<file path="src/rtl/bcd_counter_display_pkg.sv">
// Shared constants for the BCD counter/display: active-low segment patterns
// (bit order gfedcba) and the BCD digit width.
package bcd_counter_display_pkg;

    localparam int BCD_W = 4;

    localparam logic [6:0] SEG_0     = 7'b1000000;
    localparam logic [6:0] SEG_1     = 7'b1111001;
    localparam logic [6:0] SEG_2     = 7'b0100100;
    localparam logic [6:0] SEG_3     = 7'b0110000;
    localparam logic [6:0] SEG_4     = 7'b0011001;
    localparam logic [6:0] SEG_5     = 7'b0010010;
    localparam logic [6:0] SEG_6     = 7'b0000010;
    localparam logic [6:0] SEG_7     = 7'b1111000;
    localparam logic [6:0] SEG_8     = 7'b0000000;
    localparam logic [6:0] SEG_9     = 7'b0010000;
    localparam logic [6:0] SEG_BLANK = 7'b1111111;

endpackage

</file>
<file path="src/rtl/bcd_counter_display_seg7_decode.sv">
// Combinational BCD to active-low 7-segment decoder; non-decimal codes show 0.
module seg7_decode
    import bcd_counter_display_pkg::*;
(
    input  logic [BCD_W-1:0] code_i,
    output logic [6:0]       segs_o
);

    always_comb begin
        case (code_i)
            4'd0:    segs_o = SEG_0;
            4'd1:    segs_o = SEG_1;
            4'd2:    segs_o = SEG_2;
            4'd3:    segs_o = SEG_3;
            4'd4:    segs_o = SEG_4;
            4'd5:    segs_o = SEG_5;
            4'd6:    segs_o = SEG_6;
            4'd7:    segs_o = SEG_7;
            4'd8:    segs_o = SEG_8;
            4'd9:    segs_o = SEG_9;
            default: segs_o = SEG_0;
        endcase
    end

endmodule

</file>
<file path="src/rtl/bcd_counter_display.sv">
// Up/down BCD counter with load, wrap pulse and registered 7-segment outputs.
// Define BCD_LEADING_ZERO_BLANK_EN to blank zero digits above the leading nonzero digit.
module bcd_counter_display
    import bcd_counter_display_pkg::*;
#(
    parameter int                      DIGITS  = 4,
    parameter logic [BCD_W*DIGITS-1:0] MAX_VAL = '0
)(
    input  logic                      clk,
    input  logic                      rst,
    input  logic                      en,
    input  logic                      up,
    input  logic                      load,
    input  logic [BCD_W*DIGITS-1:0]   load_val,
    output logic [BCD_W*DIGITS-1:0]   count,
    output logic                      carry,
    output logic [7*DIGITS-1:0]       segs
);

    localparam int W = BCD_W * DIGITS;
    localparam logic [W-1:0] TERM = (MAX_VAL != '0) ? MAX_VAL : {DIGITS{4'h9}};

    function automatic logic [7*DIGITS-1:0] reset_display();
        logic [7*DIGITS-1:0] r;
        r = '0;
        for (int k = 0; k < DIGITS; k++) begin
`ifdef BCD_LEADING_ZERO_BLANK_EN
            r[k*7 +: 7] = (k == 0) ? SEG_0 : SEG_BLANK;
`else
            r[k*7 +: 7] = SEG_0;
`endif
        end
        return r;
    endfunction

    localparam logic [7*DIGITS-1:0] SEGS_RST = reset_display();

    logic [W-1:0]        count_q, count_d;
    logic                carry_q, carry_d;
    logic [7*DIGITS-1:0] segs_q, segs_d;
    logic [W-1:0]        load_clean, inc_val, dec_val;
    logic                inc_c, dec_b;
    logic [7*DIGITS-1:0] dec_raw;

    // Invalid digits load as 0; values beyond a custom terminal count load as 0.
    always_comb begin
        load_clean = '0;
        for (int k = 0; k < DIGITS; k++) begin
            load_clean[k*BCD_W +: BCD_W] = (load_val[k*BCD_W +: BCD_W] > 4'd9)
                                         ? 4'd0 : load_val[k*BCD_W +: BCD_W];
        end
        if ((MAX_VAL != '0) && (load_clean > MAX_VAL)) begin
            load_clean = '0;
        end
    end

    always_comb begin
        inc_val = count_q;
        dec_val = count_q;
        inc_c   = 1'b1;
        dec_b   = 1'b1;
        for (int k = 0; k < DIGITS; k++) begin
            if (inc_c) begin
                if (count_q[k*BCD_W +: BCD_W] == 4'd9) begin
                    inc_val[k*BCD_W +: BCD_W] = 4'd0;
                end else begin
                    inc_val[k*BCD_W +: BCD_W] = count_q[k*BCD_W +: BCD_W] + 4'd1;
                    inc_c = 1'b0;
                end
            end
            if (dec_b) begin
                if (count_q[k*BCD_W +: BCD_W] == 4'd0) begin
                    dec_val[k*BCD_W +: BCD_W] = 4'd9;
                end else begin
                    dec_val[k*BCD_W +: BCD_W] = count_q[k*BCD_W +: BCD_W] - 4'd1;
                    dec_b = 1'b0;
                end
            end
        end
    end

    always_comb begin
        count_d = count_q;
        carry_d = 1'b0;
        if (load) begin
            count_d = load_clean;
        end else if (en) begin
            if (up) begin
                if (count_q == TERM) begin
                    count_d = '0;
                    carry_d = 1'b1;
                end else begin
                    count_d = inc_val;
                end
            end else begin
                if (count_q == '0) begin
                    count_d = TERM;
                    carry_d = 1'b1;
                end else begin
                    count_d = dec_val;
                end
            end
        end
    end

    for (genvar k = 0; k < DIGITS; k++) begin : g_dig
        seg7_decode u_dec (
            .code_i (count_q[k*BCD_W +: BCD_W]),
            .segs_o (dec_raw[k*7 +: 7])
        );
    end

`ifdef BCD_LEADING_ZERO_BLANK_EN
    logic lead_zero;
    // Walk down from the top digit; digit 0 is never blanked.
    always_comb begin
        segs_d    = dec_raw;
        lead_zero = 1'b1;
        for (int k = DIGITS - 1; k >= 1; k--) begin
            if (count_q[k*BCD_W +: BCD_W] != 4'd0) begin
                lead_zero = 1'b0;
            end
            if (lead_zero) begin
                segs_d[k*7 +: 7] = SEG_BLANK;
            end
        end
    end
`else
    assign segs_d = dec_raw;
`endif

    always_ff @(posedge clk) begin
        if (rst) begin
            count_q <= '0;
            carry_q <= 1'b0;
            segs_q  <= SEGS_RST;
        end else begin
            count_q <= count_d;
            carry_q <= carry_d;
            segs_q  <= segs_d;
        end
    end

    assign count = count_q;
    assign carry = carry_q;
    assign segs  = segs_q;

endmodule

</file>
<file path="config.mk">
export PLATFORM = sky130hd
export DESIGN_NAME = bcd_counter_display
export DESIGN_NICKNAME = d
export VERILOG_FILES = /design/src/rtl/bcd_counter_display_pkg.sv /design/src/rtl/bcd_counter_display_seg7_decode.sv /design/src/rtl/bcd_counter_display.sv
export SDC_FILE = /design/constraint.sdc
export NUM_CORES = 1
export LEC_CHECK = 0
export ABC_CLOCK_PERIOD_IN_PS = 2400
export BUFFER_PORTS_ARGS = -buffer_cell sky130_fd_sc_hd__buf_2
export CORE_MARGIN = 3
export CORE_UTILIZATION = 53
export CTS_BUF_LIST = sky130_fd_sc_hd__clkbuf_16
export CTS_CLUSTER_DIAMETER = 200
export DETAILED_ROUTE_END_ITERATION = 7
export HOLD_SLACK_MARGIN = 0.05
export PLACE_DENSITY = 0.84
export SYNTH_ARGS = -nofsm -noshare
export SYNTH_HDL_FRONTEND = slang
export SYNTH_SLANG_ARGS = --single-unit
</file>
<file path="constraint.sdc">
create_clock -name clk -period 2.4 [get_ports clk]
set_input_delay 0.12 -clock clk [delete_from_list [all_inputs] [get_ports clk]]
set_output_delay 0.12 -clock clk [all_outputs]
set_load 0.05 [all_outputs]
</file>
After elaboration in Yosys (flattened, before gate mapping):

Memory sizes are Yosys's and may differ from the RTL's. A register that Yosys moved wholly into a read port is not among the register bits.
Cells that the tools add are included.

* flip-flop bits (word level): 17
* latch bits: 0
* RAM bits: 0
* bits in read-only memories: 448
* input port bits: 21
* output and inout bits: 45
* word-level logic and storage cells: 79
* memories kept: 4

Memories
* (no name shown): depth 16, width 7, read ports 1, clocked after Yosys merged registers in 1, wr ports 0, RTL line bcd_counter_display_seg7_decode.sv:10 `case (code_i)`
* (no name shown): depth 16, width 7, read ports 1, clocked after Yosys merged registers in 1, wr ports 0, RTL line bcd_counter_display_seg7_decode.sv:10
* (no name shown): depth 16, width 7, read ports 1, clocked after Yosys merged registers in 1, wr ports 0, RTL line bcd_counter_display_seg7_decode.sv:10
* (no name shown): depth 16, width 7, read ports 1, clocked after Yosys merged registers in 1, wr ports 0, RTL line bcd_counter_display_seg7_decode.sv:10

* add/subtract/negate cells: 8
* $mul: 0
* div/mod/pow operators: 0
* order comparisons: 4
* eq/ne operators: 8
* shifts and indexed selects: 0
* muxes and demuxes: 36
* bitwise logic cells: 1
* reduce and logical (&&, ||, !) cells: 13

Operators by type and width (count)
* $mux W16: 5
* $mux W4: 18
* $add A4 B1 Y4 const B: 4
* $eq A16 B16 Y1 const B: 1
* $eq A4 B4 Y1 const B: 4
* $gt A4 B4 Y1 const B: 4
* $logic_not A16 Y1: 1
* $logic_not A4 Y1: 4
* $sub A4 B1 Y4 const B: 4
* $mux W1: 13
* $ne A4 B1 Y1 const B: 3
* $reduce_bool A4 Y1: 3
* $reduce_and A3 Y1: 3
* $reduce_or A3 Y1: 1
* $reduce_bool A2 Y1: 1
* $not A1 Y1: 1

Logic depth before layout (Yosys ltp):

Gate-level depths: netlist of the first run.

* depth after elaboration: 9
* mapped depth: 8
* gate-level depth less buffers: 7

Cells and area by module:

A second synthesis of the first run with hierarchy kept.

* cells, all modules: 386
* area total of the unflattened synthesis: 3288.2 sq um

Modules (own cells, without submodules)
* bcd_counter_display: times used 1, cells each 288, area an instance 2552.4 sq um, seq. area each 900.9 sq um
* seg7_decode (g_dig[0].u_dec ...): times used 2, cells each 24, area an instance 183.9 sq um, seq. area each 0.0 sq um
* seg7_decode (g_dig[1].u_dec ...): times used 2, cells each 25, area an instance 183.9 sq um, seq. area each 0.0 sq um

Worst setup path after synthesis of the first run:

OpenSTA, ideal clock, no wires.

* path type: register to register
* from: register count_q[4] (netlist: count[4])
* to: register count_q[10] (netlist: count[10])
* library setup time: 91 ps
* arrival time: 2195 ps
* required time: 2309 ps
* path slack: 114 ps
* cell stages (with the launch flop): 9
* buffers on the path: 1
* period minus slack after synthesis: 2286 ps
* cells stage by stage: dfxtp_1 inv_1 ha_1 buf_2 or3b_1 nor3_1 o21ai_1 a221oi_1 a311oi_1

* cells in the longest elaborated chain, start to end: 5
* elaborated cells on any way between the ends: 16
* classes of those cells: eq/ne: 3; mux: 9; reduce/logical: 4

RTL lines
* start: declaration: RTL line bcd_counter_display.sv:38 `logic [W-1:0] count_q, count_d;`
* start signal: assignment: RTL line bcd_counter_display.sv:138 `count_q <= count_d;`
* $eq A4 B4 Y1 (tied with other cells): RTL line bcd_counter_display.sv:64 `if (count_q[k*BCD_W +: BCD_W] == 4'd9) begin`
* $mux W1 (tied with other cells): RTL line bcd_counter_display.sv:64
* $mux W1 (tied with other cells): RTL line bcd_counter_display.sv:63 `if (inc_c) begin`
* $ne A4 B1 Y1 (no line) (tied with other cells)
* $reduce_and A3 Y1 (no line) or $mux W16 (tied branches)

Several ways; a longest one is shown, not always the timed one. The select of a mux whose other input is x is not followed.
A chain may end at the register's enable or synchronous reset.

Worst setup path in the final report of the first run:

* from: register count_q[8] (netlist: count[8])
* to: register count_q[14] (netlist: count[14])

The elaborated chain is that of the path after synthesis.

==> results of run 1 <==
[cell type report]
class,count,area (µm²)
timing repair buffer,70,363
tap,67,83.8
clock buffer,5,125
clock inverter,2,35.0
sequential,45,901
multi-input combinational,253,1630
fill,417,1600
inverter,15,56.3
[flip-flops by register name, indices dropped and copies added (netlist names)]
name / cells
carry: 1
segs: 28
count: 16
[worst min path at each step]
| stage | slack (ps) | depth (start not counted) | endpoint |
|---|---|---|---|
| after floorplan | 280 | 2 | count[9] |
| after global placement | 420 | 3 | count[9] |
| after detailed placement | 420 | 3 | count[9] |
| after CTS | 120 | 3 | count[9] |
| after global routing | 140 | 3 | count[9] |
| final | 130 | 3 | count[9] |
[worst max-delay path, stage by stage (launching register included)]
cell     delay [ps]
dfxtp_1         400
inv_1           160
ha_1            310
or4b_4          510
nor3_2          110
o21ai_1          80
or4_1           400
a31oi_1         160
[power by group through the flow]
| stage | Sequential, mW | Combinational, mW | Clock, mW |
|---|---|---|---|
| detailed placement | 0.890 | 0.649 | 0 |
| global route | 0.886 | 0.708 | 0.797 |
| floorplan | 1.05 | 0.327 | 0 |
| global placement | 0.887 | 0.640 | 0 |
| finish | 0.875 | 0.659 | 0.758 |
| CTS | 0.874 | 0.654 | 0.762 |
[logic make-up (layout without fill, tap and decap cells)]
| group | count (synthesis) | after routing | share of synthesized area (%) |
|---|---|---|---|
| multiplexers | 3 | 3 | 1.12 |
| flip-flops | 45 | 45 | 33.7 |
| XOR/XNOR | 5 | 5 | 1.64 |
| AO/OA/AOI/OAI | 96 | 96 | 23.9 |
| adder cells (fa/ha/maj) | 16 | 16 | 7.49 |
| AND/OR/NAND/NOR | 133 | 133 | 26.6 |
| buffers and inverters | 38 | 92 | 5.48 |
[synthesized netlist by cell type (4+ instances only)]
cell	number	area share [%]
a311oi_1	7	2.3
nand2_1	21	2.9
a32oi_1	4	1.3
inv_1	14	2.0
a211oi_1	9	2.5
nand3_1	14	2.6
xnor2_1	4	1.3
nand2b_1	8	1.9
ha_1	16	7.5
dfxtp_1	45	34
nor4_1	4	0.94
nor2_1	37	5.2
nand3b_1	5	1.4
or2_2	9	2.1
a21oi_1	32	6.0
clkbuf_1	19	2.7
a31oi_1	7	1.6
nor3_1	8	1.5
nor2b_1	4	0.94
o21ai_0	12	2.2
and3_1	5	1.2
nand4_1	4	0.94
[routing by layer]
layer	vias to the layer above	share of wire [%]
li1	1329	-
met1	1299	44
met2	116	48
met3	13	6.5
met4	0	1.7
met5	-	0
==> out/results.txt, run 1 <==
The global-route met1 utilization is 29.8%. The most used flip-flop cell after synthesis is dfxtp_1. The worst path needs 2210 ps of the cycle, external delays included. In this run the worst setup path terminates at count[14]. The tree is rooted in a clkbuf_16. Global routing used 5.05% of the available met3 tracks. In this run the tool buffered the top-level ports with 65 buffer cells.

For the final cell count without fillers, the log shows 457. The global-route wire length before repair came out at 11.6 mm. In the global route stage, overall resource usage came out at 23.7%. Once the clock tree was built, the resizer swapped 0 gates to a different size. The most heavily used metal layer in global routing was met2.

For this block, the initial DRC count from the detailed router was 269. In this run the remaining antenna-violating nets after routing total 0. The run finished with clean final reports. The tools report the relative slew slack as 55.4%.

The min-delay analysis places its worst path in the category in -> reg. The worst setup path is of the reg -> reg kind. In this run, synthesis produced a sequential element count of 45. Setup violations remaining at the end of the flow were counted as 0. In the synthesized netlist the async set-or-reset flop fraction comes to 0%. The worst register-to-register path has a depth of 7. Of the total power, the clock network draws 33.1%. In this run the count of I/O pins placed on the die edge is 66. The power density over cell area is 719 nW/µm², and the worst path required time is 2610 ps. After clock tree synthesis, the flow added hold-fix buffers numbering 0. The share of final-layout standard cells stronger than drive strength 1 is 23.3%. The number of search-and-repair iterations in the first detailed-routing pass is 5, and the effective utilization at floorplan is 55.8%. Most common cell after layout, fill and taps aside: buf_2.

The worst-skew pair later-pin latency came out at 290 ps. Synthesis instantiated 54 different standard cells from the library. At the worst endpoint, the arrival time is 2410 ps.

Setup repair after global routing left no endpoint under its margin. The clock passes through at most 2 buffers. Clock-pin slew was measured on the worst setup and hold paths at 60 ps. Combinational group share of total power: 28.7%. The placed instances occupy a cell area of 3030 µm². The cell count after synthesis came out at 336.

For the DRC violation count after routing, the log shows 0. The number of nets in the synthesized netlist came out at 373. Worst reg2reg path endpoint: count[14]. The startpoint of the most critical register-to-register path is count[8]. The Yosys step of the flow raised 0 warnings.

Entering global routing, the biggest net connects 33 pins. The total overflow left after global routing is 0. The max capacitance violation total is 0. In this run the core area contains 25 standard-cell rows. The y dimension of the die was 77.0 µm.

The run gives 2547 as the number of global-route vias before repair. Maximum vdd ir drop: 385 µV. For this run, global-route usage on met2 was measured as 40.0%.

Compared with the post-synthesis result, the final layout area differs by 19.3%. The routed wire length per instance was 15.3 µm; the final count of hold timing violations was 0. CTS built an H-tree with a depth of 2. The number of antenna violations at the first check in global routing came out at 0.

The share of the yosys chip area belonging to registers was 33.7%; the average cell area after synthesis was 7.95 µm². Setup total negative slack on the finished layout was measured at 0 ps. For the pin with the worst max-slew slack, the measured transition is 668 ps. At the end of the flow the core is filled with cells to 66.6%. The register-to-register setup slack is 190 ps. At the placement stage, the worst setup path has a slack of 242 ps. For the area of the core region, the log shows 4790 µm². The total number of nets in the final design is 427. Summing every instance area after synthesis gives 2670 µm².

For the post-route clock skew, the log shows 8.43 ps. In this run, CTS created clock tree buffers numbering 5. Leaving out fill and tap cells, the most frequent cells in the layout are 65 x buf_2, 45 x dfxtp_1, 37 x nor2_1. After routing the design area is 3190 µm². Counting every sink on the clock net gives 45.

The wire-length estimate of the detail-placed layout is 4.92 mm. The period utilization works out to 91.9%. In the post-route analysis, the smallest setup slack over all paths is 195 ps. For the worst hold margin, the log shows 128 ps. STA classifies the critical path startpoint as a flip-flop. The number of buffers inserted to repair setup after CTS was 0; the via density per instance was 6.03. The highest clock rate was 453 MHz; the weighted congestion reported at the end of routability-driven placement was 0.877. TritonCTS built the clock tree. The tools report the critical path startpoint as count[8]. The placed instance count was 450; the top fanout value on the critical path was 10. The internal portion of the total power is 1.50 mW. The die outline width was 77.0 µm. Net switching is 34.6% of the power. STA classifies the critical path endpoint as a flip-flop. The completed layout was analyzed and its total power is 2.29 mW. Final-report max-slew violation count: 0. The total inserted antenna cells is 0. Yosys mapped a number of flops with a built-in enable equal to 0. For the reported leakage power, the log shows 1.38 nW. In this run the power spent charging and discharging nets is 0.792 mW.

The routed layout has 2757 vias. In this run the most critical hold path is launched from load_val[9]. Sequential cells account for 38.2% of the total power. The die covers 5930 µm². The detailed-route wire length is 6.99 mm.
Power figures use the tool's default switching activity.
==> run 2, diff against run 1 <==
--- a/config.mk
+++ b/config.mk
@@ -5,6 +5,7 @@
 export SDC_FILE = /design/constraint.sdc
 export NUM_CORES = 1
 export LEC_CHECK = 0
+export ABC_AREA = 1
 export ABC_CLOCK_PERIOD_IN_PS = 2400
 export BUFFER_PORTS_ARGS = -buffer_cell sky130_fd_sc_hd__buf_2
 export CORE_MARGIN = 3
@@ -13,7 +14,7 @@
 export CTS_CLUSTER_DIAMETER = 200
 export DETAILED_ROUTE_END_ITERATION = 7
 export HOLD_SLACK_MARGIN = 0.05
-export PLACE_DENSITY = 0.84
+export PLACE_DENSITY = 0.88
 export SYNTH_ARGS = -nofsm -noshare
 export SYNTH_HDL_FRONTEND = slang
 export SYNTH_SLANG_ARGS = --single-unit
==> run 2 against run 1 <==
Compared with the run above:
- fmax increased by 29%
- flip-flop and latch count unchanged
- critical endpoint is now count[15]
- cell area is 2.0% lower
==> out/results.txt, run 2 <==
The run finished with clean final reports. The post-route core utilization came out at 65.3% (-1.3 points). Among all stages on the critical path, the largest delay is contributed by dfxtp_1.

The count of flip-flops with a built-in enable after synthesis works out to 0 (unchanged). The tools report the post-layout total power as 2.32 mW (+1.4%). The DRC violation count after routing is 0 (unchanged).

The run gives 690 ps (+490 ps) as the register-to-register setup slack. The run gives 3130 µm² (-2.0%) as the post-layout instance area. Worst path arrival time: 1930 ps (-480 ps). Delay of the slowest cell on the worst path: 380 ps (-130 ps). The tools report the max capacitance violation total as 0 (unchanged). The total number of nets in the final design is 473 (+11%). The worst path required time is 2620 ps (about the same), and the highest clock rate is 584 MHz (+29%).

Number of antenna violations at the first check in global routing: 0 (unchanged). The root buffer cell chosen for the clock tree is clkbuf_16. Yosys instantiated no cell more often than nand2_1.

The run gives 0 (unchanged) as the final count of hold timing violations. Largest family of logic cells by synthesized area: simple AND/OR/NAND/NOR gates. The share of the yosys chip area belonging to registers came out at 33.9% (+0.22 points). The number of cells on the worst reg-to-reg path was 10 (+3). The number of setup violations in the final report came out at 0 (unchanged).

For the multi-input gate area in the final layout, the log shows 1490 µm² (-8.1%). The biggest area contributor in the post-synthesis netlist is dfxtp_1. The run gives 2990 µm² (-1.2%) as the cell area after placement.

The number of nets in the synthesized netlist was 412 (+10%); the post-route clock skew was 4.78 ps (-3.65 ps). Effective utilization at floorplan: 55.5% (-0.37 points). The total inserted antenna cells was 0 (unchanged). TritonCTS built the clock tree.

The number of routed nets with antenna violations is 0 (unchanged). Number of buffers created by CTS: 5 (unchanged). The kind of cell adding the most delay to the critical path was simple AND/OR/NAND/NOR gates. The startpoint of the most critical register-to-register path was count[4]. The pin slew with the least headroom to its limit came out at 576 ps (-92.9 ps). The aggregate negative setup slack was 0 ps (unchanged); the count of warnings emitted by yosys was 0 (unchanged). For the count of cell types in the netlist, the log shows 35 (-35%).

For the post-synthesis instance total, the log shows 375 (+12%). The global-route total usage across every layer was 21.2% (-2.5 points); the number of levels the H-tree was split into was 2 (unchanged). By count the netlist is led by 61 x nand2_1, 46 x nor2_1, 45 x dfxtp_1. For hold timing, the worst endpoint is carry. The run gives 0 (unchanged) as the global route total overflow. The fraction of synthesized area in multiplexers came out at 0% (-1.1 points).

The flip-flop and latch count after synthesis works out to 45 (unchanged). The share of the synthesized area in the top cell type works out to 33.9% (+0.22 points). The run gives 453 (+8.6%) as the number of filler cells placed in the layout. The clock transition at the registers of the reported paths is 60 ps (about the same).

Most common cell after layout, fill and taps aside: buf_2. The global-route wire length before repair came out at 10.5 mm (-10%). In this run the critical register-to-register path is captured at count[15]. Setup repair after global routing left no endpoint under its margin. Relative slew slack: 61.6% (+6.2 points).

The routed via count is 2682 (-2.7%), and the final-report max-slew violation count is 0 (unchanged). The weighted congestion reported at the end of routability-driven placement came out at 0.933 (+6.3%). Ranked by total cell area, the synthesized netlist is headed by dfxtp_1 34%, nand2_1 8.6%, nand3_1 7.7%.

The number of search-and-repair iterations in the first detailed-routing pass is 7 (+2), and the y dimension of the die is 76.8 µm (-0.31%). The total of buffers placed on input and output ports was 65 (unchanged). The maximum root-to-sink buffer count was 2 (unchanged); the fraction of the mapped netlist area in compound gates was 14.2% (-9.7 points).

The tools report the pin count of the biggest net entering global routing as 22 (-33%). The tools report the endpoint type of the worst setup path as a flip-flop. Synthesis-to-finish area growth: 17.7%. The proportion of synthesized flip-flops having asynchronous set or reset came out at 0% (unchanged). The number of global-route vias before repair is 2390 (-6.2%), and the area of all sequential standard cells is 901 µm² (unchanged).

The top fanout value on the critical path was 8 (-2). The tools report the number of placement rows as 25 (unchanged). In the layout the commonest cells are 65 x buf_2, 61 x nand2_1, 46 x nor2_1. The reported leakage power was 1.58 nW (+15%). The area of the core region is 4790 µm² (unchanged). The detailed-placement wirelength estimate was 4.69 mm (-4.7%); the average cell area after synthesis was 7.08 µm² (-11%).

Number of buffers inserted to repair setup after CTS: 0 (unchanged). The instance count along the most critical hold path works out to 3 (unchanged). The worst hold path begins at en. For the floorplan die area, the log shows 5890 µm² (-0.61%). The period utilization was 71.3% (-21 points). The tools report the type of element launching the critical path as a flip-flop.

The detailed-route wire length came out at 6.24 mm (-11%). The DRC marker count from the first detailed-route iteration is 171 (-36%), and the combined buffer and inverter count along the critical path is 1 (unchanged). The number of ports placed on the die boundary was 66 (unchanged).

The routed wire length per instance is 12.4 µm (-19%), and the worst-skew pair later-pin latency is 280 ps (about the same). The min-delay analysis places its worst path in the category in -> reg. Most used flip-flop cell after synthesis: dfxtp_1. The via density per instance came out at 5.33 (-12%). The basic-gate share of the synthesized area counting and, or, nand and nor cells is 33.5% (+6.9 points), and the number of gates given a new drive strength after cts is 0 (unchanged).

The critical path is of the reg -> reg type. The die outline width is 76.8 µm (-0.31%), and the power density over cell area is 744 nW/µm² (+3.5%). The tools report the worst hold margin as 150 ps (+21.5 ps). The number of sinks on the clock net came out at 45 (unchanged).

The signal on the critical path passes through inv_1 > ha_1 > nand2_1 > nor2_2 > nand3_2 > nand2_2 > nand3_4 > nand2_1 > nand2_1 > nor2_1. The number of flip-flops in the largest register came out at 28 (unchanged). The hold-fix buffer count after cts is 0 (unchanged). The share of final-layout standard cells stronger than drive strength 1 is 22.9% (-0.40 points).

The synthesized-area fraction occupied by xor and xnor cells is 0.990% (-0.65 points), and the adder and majority gate portion of the synthesized area is 7.54% (+0.049 points). The maximum vdd ir drop was 408 µV (+6.0%). Counting stages on the worst path, the most repeated cell is nand2_1.

The final critical-path required period is 1710 ps (-493 ps), and the post-synthesis cell area is 2660 µm² (-0.66%).
run 2: cell count changes after synthesis, sizes merged, moves of 9 or more:
cell,delta
a211oi,-9
a21oi,-14
clkbuf,-15
inv,+35
nand2,+47
nand3,+32
nor2,+16
o21ai,+27
run 2: cell type report:
| type | instances | share of cell area, % |
|---|---|---|
| clock buffers | 5 | 4.00 |
| flip-flops and latches | 45 | 28.8 |
| well taps | 67 | 2.68 |
| repair buffers | 65 | 10.4 |
| inverters | 49 | 6.04 |
| multi-input cells | 270 | 47.8 |
| clock inverters | 2 | 0.240 |
run 2: kinds of logic (layout without fill, tap and decap cells):
family,count (synthesis),after routing
buffers and inverters,60,121
AO/OA/AOI/OAI,70,70
flip-flops,45,45
AND/OR/NAND/NOR,181,181
adder cells (fa/ha/maj),16,16
XOR/XNOR,3,3
run 2: metal layers:
layer | vias up | global-route usage, % | routed length [µm]
met5 | - | 0 | 0
met4 | 0 | 9.06 | 112
met3 | 15 | 4.11 | 464
met2 | 131 | 35.3 | 2900
met1 | 1186 | 26.5 | 2770
li1 | 1350 | - | -
run 2: stage by stage:
stage / setup WS [ps] / cells
after floorplan: 543 / 375
after global placement: 759 / 496
after detailed placement: 742 / 496
after CTS: 703 / 503
after global routing: 504 / 503
final: 688 / 503
run 2: worst register-to-register path: cells and delay by family (launching register included):
family	cells	cell delay, ps
and+or+nand+nor	8	900
DFF	1	380
adders and majority gates	1	210
buffers and inverters	1	170
run 2: worst max-delay path by stage:
stage,start,end,cells past startpoint
CTS,count[4],count[15],10
global placement,count[4],count[10],9
finish,count[4],count[15],10
floorplan,count[4],count[11],8
global route,count[4],count[12],10
detailed placement,count[4],count[15],9
run 2: where the power goes:
| group | internal (mW) | switching (mW) |
|---|---|---|
| combinational | 0.212 | 0.587 |
| sequential | 0.821 | 0.0752 |
| clock | 0.372 | 0.258 |
